File: config.mk
export PLATFORM = sky130hd
export DESIGN_NAME = instr_field_dispatcher_flat
export DESIGN_NICKNAME = d
export VERILOG_FILES = /design/src/rtl/instr_field_dispatcher_if.sv /design/src/rtl/instr_field_dispatcher.sv /design/src/flat_wrapper.sv
export SDC_FILE = /design/constraint.sdc
export NUM_CORES = 1
export LEC_CHECK = 0
export BUFFER_PORTS_ARGS = -buffer_cell sky130_fd_sc_hd__buf_2
export CORE_MARGIN = 8
export CORE_UTILIZATION = 23
export DETAILED_ROUTE_END_ITERATION = 10
export PLACE_DENSITY_LB_ADDON = 0.12
export SLEW_MARGIN = 20
export SYNTH_ARGS = -nofsm -noshare
export SYNTH_HDL_FRONTEND = slang
export SYNTH_SLANG_ARGS = --single-unit
File: constraint.sdc
create_clock -name clk -period 2.3 [get_ports clk]
set_input_delay 0.46 -clock clk [delete_from_list [all_inputs] [get_ports clk]]
set_output_delay 0.46 -clock clk [all_outputs]
set_load 0.05 [all_outputs]
File: src/rtl/instr_field_dispatcher_if.sv
// Bus bundle between the instruction dispatcher, its instruction memory and
// the downstream ALU-control consumer.
interface instr_field_dispatcher_if #(
   parameter int ADDR_W = 5
);
   logic              imem_en;
   logic [ADDR_W-1:0] imem_addr;
   logic [31:0]       imem_rdata;
   logic              out_valid;
   logic              out_ready;
   logic [6:0]        funct7;
   logic [2:0]        funct3;
   logic [1:0]        alu_op;
   logic              illegal;
   logic [ADDR_W-1:0] index;

   modport master (
      output imem_en, imem_addr,
      input  imem_rdata,
      output out_valid,
      input  out_ready,
      output funct7, funct3, alu_op, illegal, index
   );

   modport slave (
      input  imem_en, imem_addr,
      output imem_rdata,
      input  out_valid,
      output out_ready,
      input  funct7, funct3, alu_op, illegal, index
   );
endinterface

File: src/rtl/instr_field_dispatcher.sv
// Walks instruction memory once per start, decoding funct7/funct3/alu_op of
// each word and presenting it downstream on a valid/ready handshake.
module instr_field_dispatcher #(
   parameter int DEPTH  = 32,
   parameter int ADDR_W = 5
) (
   input  logic                      clk,
   input  logic                      rst,
   input  logic                      start,
   output logic                      busy,
   output logic                      done,
   instr_field_dispatcher_if.master  bus
);

   typedef enum logic [2:0] {
      S_IDLE,
      S_FETCH,
      S_CAPTURE,
      S_PRESENT,
      S_DONE
   } state_e;

   state_e            state_q, state_d;
   logic [ADDR_W-1:0] addr_q, addr_d;
   logic [6:0]        funct7_q, funct7_d;
   logic [2:0]        funct3_q, funct3_d;
   logic [1:0]        alu_op_q, alu_op_d;
   logic              illegal_q, illegal_d;
   logic [ADDR_W-1:0] index_q, index_d;

   logic              last_word;
   logic              handshake;
   logic [1:0]        dec_alu_op;
   logic              dec_illegal;
   logic              unused_rdata;

   assign last_word    = (addr_q == ADDR_W'(DEPTH - 1));
   assign handshake    = (state_q == S_PRESENT) && bus.out_ready;
   assign unused_rdata = ^{bus.imem_rdata[24:15], bus.imem_rdata[11:7]};

   always_ff @(posedge clk or posedge rst) begin
      if (rst) begin
         state_q <= S_IDLE;
      end else begin
         state_q <= state_d;
      end
   end

   always_comb begin
      state_d = state_q;
      case (state_q)
         S_IDLE:    if (start) state_d = S_FETCH;
         S_FETCH:   state_d = S_CAPTURE;
         S_CAPTURE: state_d = S_PRESENT;
         S_PRESENT: if (bus.out_ready) state_d = last_word ? S_DONE : S_FETCH;
         S_DONE:    state_d = S_IDLE;
         default:   state_d = S_IDLE;
      endcase
   end

   always_comb begin
      bus.imem_en   = (state_q == S_FETCH);
      bus.imem_addr = (state_q == S_FETCH) ? addr_q : '0;
      bus.out_valid = (state_q == S_PRESENT);
      busy          = (state_q != S_IDLE);
      done          = (state_q == S_DONE);
   end

   // Unsupported opcodes still flow downstream, flagged illegal with alu_op 00.
   always_comb begin
      dec_alu_op  = 2'b00;
      dec_illegal = 1'b0;
      case (bus.imem_rdata[6:0])
         7'b0000011, 7'b0100011: dec_alu_op = 2'b00;
         7'b1100011:             dec_alu_op = 2'b01;
         7'b0110011:             dec_alu_op = 2'b10;
         7'b0010011:             dec_alu_op = 2'b11;
         default:                dec_illegal = 1'b1;
      endcase
   end

   always_comb begin
      addr_d    = addr_q;
      funct7_d  = funct7_q;
      funct3_d  = funct3_q;
      alu_op_d  = alu_op_q;
      illegal_d = illegal_q;
      index_d   = index_q;
      if ((state_q == S_IDLE) && start) begin
         addr_d = '0;
      end
      if (handshake && !last_word) begin
         addr_d = addr_q + 1'b1;
      end
      if (state_q == S_CAPTURE) begin
         funct7_d  = bus.imem_rdata[31:25];
         funct3_d  = bus.imem_rdata[14:12];
         alu_op_d  = dec_alu_op;
         illegal_d = dec_illegal;
         index_d   = addr_q;
      end
   end

   always_ff @(posedge clk or posedge rst) begin
      if (rst) begin
         addr_q    <= '0;
         funct7_q  <= '0;
         funct3_q  <= '0;
         alu_op_q  <= '0;
         illegal_q <= 1'b0;
         index_q   <= '0;
      end else begin
         addr_q    <= addr_d;
         funct7_q  <= funct7_d;
         funct3_q  <= funct3_d;
         alu_op_q  <= alu_op_d;
         illegal_q <= illegal_d;
         index_q   <= index_d;
      end
   end

   assign bus.funct7  = funct7_q;
   assign bus.funct3  = funct3_q;
   assign bus.alu_op  = alu_op_q;
   assign bus.illegal = illegal_q;
   assign bus.index   = index_q;

endmodule
File: src/flat_wrapper.sv
// flat-port wrapper written by rule: the top's interface ports become plain ports
module instr_field_dispatcher_flat 
#(
   parameter int DEPTH  = 32,
   parameter int ADDR_W = 5
)
  (clk, rst, start, busy, done, bus_imem_en, bus_imem_addr, bus_imem_rdata, bus_out_valid, bus_out_ready, bus_funct7, bus_funct3, bus_alu_op, bus_illegal, bus_index);
  instr_field_dispatcher_if #(.ADDR_W(ADDR_W)) bus_i ();
  input  logic clk;
  input  logic rst;
  input  logic start;
  output logic busy;
  output logic done;
  output wire logic [$bits(bus_i.imem_en)-1:0] bus_imem_en;
  output wire logic [$bits(bus_i.imem_addr)-1:0] bus_imem_addr;
  input wire logic [$bits(bus_i.imem_rdata)-1:0] bus_imem_rdata;
  output wire logic [$bits(bus_i.out_valid)-1:0] bus_out_valid;
  input wire logic [$bits(bus_i.out_ready)-1:0] bus_out_ready;
  output wire logic [$bits(bus_i.funct7)-1:0] bus_funct7;
  output wire logic [$bits(bus_i.funct3)-1:0] bus_funct3;
  output wire logic [$bits(bus_i.alu_op)-1:0] bus_alu_op;
  output wire logic [$bits(bus_i.illegal)-1:0] bus_illegal;
  output wire logic [$bits(bus_i.index)-1:0] bus_index;
  assign bus_imem_en = bus_i.imem_en;
  assign bus_imem_addr = bus_i.imem_addr;
  assign bus_i.imem_rdata = bus_imem_rdata;
  assign bus_out_valid = bus_i.out_valid;
  assign bus_i.out_ready = bus_out_ready;
  assign bus_funct7 = bus_i.funct7;
  assign bus_funct3 = bus_i.funct3;
  assign bus_alu_op = bus_i.alu_op;
  assign bus_illegal = bus_i.illegal;
  assign bus_index = bus_i.index;
  instr_field_dispatcher #(.DEPTH(DEPTH), .ADDR_W(ADDR_W)) u_core (.clk(clk), .rst(rst), .start(start), .busy(busy), .done(done), .bus(bus_i));
endmodule
==> impl_metrics.yaml <==
global_routing:
  grt_overflow: 0
  antenna_found_initial: 0
  grt_usage_pct: 8.33
  grt_pass1_wl_um: 4950
  grt_start_max_net_pins: 17
  first_global_vias: 991
synthesis:
  avgSynthCellArea_um2: 9.52
  synth_seq_cells: 26
  synth_largest_area_cell: "dfrtp_1"
  ys_warn_count: 0
  synthCells: 127
  yosysTopAreaCellShare_pct: 53.8
  netlist_top_cells_area: "dfrtp_1 54%, nand2_1 15%, a22o_1 2.9%"
  netlist_area_um2: 1210
  synth_cell_types: 31
  syn-num-nets: 165
  synth_edf_count: 0
  ys_seq_area_share_pct: 53.8
  dominantRegCellSynth: "dfrtp_1"
  async_reset_ff_share_pct: 100
setup_path:
  cp.buffers_inverters: 1
  cp.arrival_ps: 1600
  path_depth: 3
  path_delay_family: "simple AND/OR/NAND/NOR gates"
  slowest_delay_ps: 530
  crit_type: "reg2out"
  crit-reg2reg-launch: "u_core.addr_q[0]"
  rr_worst_depth: 6
  rrSetupSlack_ps: 340
  end_kind: "output pin"
  r2r-end: "u_core.addr_q[0]"
  required_ps: 1840
  startpoint_type: "flop"
  slowest_stage: "dfrtp_1"
  path_cells: "nor3b_4, and2_1, buf_2"
  worstPathMaxFanout: 11
clock_network:
  clock_latency_ps: 270
  cts.sinks: 26
  cts_buffers: 3
  cts_setup_buffers: 0
  cts-root-buf: "clkbuf_8"
  cts_tree: "done"
  clockBufferDepth: 2
  cts_resized: 0
  cts_hold_buf: 0
  cts.clk_slew.worst_paths_ps: 90
  h-tree-depth: 1
hold_path:
  min_path_type: "in2async"
detailed_routing:
  vias: 1025
  drc: 0
  firstDrtPassIters: 4
  wl_per_cell_um: 12.9
  vias_per_cell: 4.18
  drtAntennaViolNets: 0
  routed_wl_um: 3150
  drt-initial-drc-count: 26
sta:
  rsz0062_at_grt: "no"
  holdWs_ps: 168
  finalSetupTns_ps: 0
  setup_viol: 0
  slew_headroom_pct: 67.8
  slew_violations: 0
  timing.final.crit_share_pct: 89.7
  final-hold-violation-count: 0
  min_period_ps: 2060
  fin_worst_skew_ps: 1.44
  tightest_slew_ps: 479
  max_clock_freq_mhz: 484
floorplan:
  dieHeight_um: 88.5
  start_util_pct: 23.8
  die-area_um2: 7830
  fp.dieW_um: 88.5
  pin_count: 63
  rows: 26
  core_um2: 5070
layout:
  fin_nets: 214
  syn_to_final_growth_pct: 32.6
  diodes: 0
  stdcell_count: 245
  drive_gt1_share_pct: 33.1
  fin_util_pct: 31.6
placement:
  dp_hpwl_um: 2430
  place_congestion: 0.737
  io_buffer_count: 47
  placedCellCount: 241
power:
  p_per_area_nw_per_um2: 1590
  p_leak_nw: 0.862
  vdd_drop_max_mv: 0.364
status:
  status: "finished clean"
job:
  drv_cap: 0
## cell usage after synthesis, types with 2 or more instances
library cell  number
nor3b_1            2
nand2b_1           4
nand2_1           48
and2_1             5
a21o_1             2
or3b_1             2
nor3_1             2
clkbuf_1           2
dfrtp_1           26
a22o_1             4
ha_1               2
inv_1              3
buf_2              3
nor2_1             4
o21ai_0            2
## metrics by stage
| stage | power, W | setup slack (ps) | cell area (um2) |
|---|---|---|---|
| 2_1_floorplan | 0.00186 | -16.5 | 1220 |
| 3_3_place_gp | 0.00217 | 405 | 1530 |
| 3_5_place_dp | 0.00220 | 379 | 1530 |
| 4_1_cts | 0.00258 | 204 | 1600 |
| 5_1_grt | 0.00271 | 97.7 | 1600 |
| 6_report | 0.00254 | 236 | 1600 |
## worst reg2reg max path, cell delays in order, from the launching register on
cell and delay (ps):
dfrtp_1 440, ha_1 250, and3_1 190, ha_1 210
nand2b_1 160, nor3_1 420, mux2_2 240
## registers in the layout, summed over array words and instances (netlist names)
register / count
u_core.bus.illegal: 1
u_core.bus.funct7: 7
u_core.bus.funct3: 3
u_core.addr_q: 5
u_core.state_q: 3
u_core.bus.alu_op: 2
u_core.bus.index: 5
## area by class of cell
class | count | area (um2)
clock buffer | 3 | 41.3
clock inverter | 1 | 30.0
fill | 561 | 3470
inverter | 3 | 11.3
multi-input combinational | 92 | 524
sequential | 26 | 651
tap | 70 | 87.6
timing repair buffer | 50 | 258
## how the worst max path moves through the flow
stage | startpoint | slack, ps | end
detailed placement | u_core.addr_q[0] | 380 | u_core.addr_q[0]
global placement | u_core.addr_q[0] | 410 | u_core.addr_q[0]
finish | u_core.state_q[0] | 240 | bus_imem_addr[2]
floorplan | u_core.state_q[2] | -20 | done
global route | u_core.state_q[0] | 100 | bus_imem_addr[0]
CTS | u_core.state_q[0] | 200 | bus_imem_addr[1]
## power breakdown
part	internal (W)	leakage, nW	switching [W]
clock network	0.000233	0.0357	0.000147
registers	0.000645	0.326	0.000165
logic	0.000364	0.500	0.000990
## kinds of logic (layout without fill, tap and decap cells)
group	count (synthesis)	after routing	synth area share (%)
AO/OA/AOI/OAI	14	14	8.80
XOR/XNOR	1	1	0.725
adder cells (fa/ha/maj)	2	2	2.07
buffers and inverters	9	57	3.73
flip-flops	26	26	53.8
multiplexers	1	1	0.932
AND/OR/NAND/NOR	74	74	29.9
## layer usage
layer  GRT usage, %  routed length (um)
met1           10.1                1400
met2           13.3                1520
met3           1.86                 193
met4           4.61                  40
met5              0                   0
## cell usage in the layout, fill, tap and decap left out, types with 2 or more instances in the layout
master     n
buf_2     47
inv_1      3
clkbuf_8   3
a21o_1     2
or3b_1     2
nand2b_1   4
a22o_1     4
nor2_1     4
o21ai_0    2
buf_4      3
and2_1     5
nand2_1   48
ha_1       2
dfrtp_1   26
nor3_1     2
Note: power is estimated with default switching activity, not from simulation.
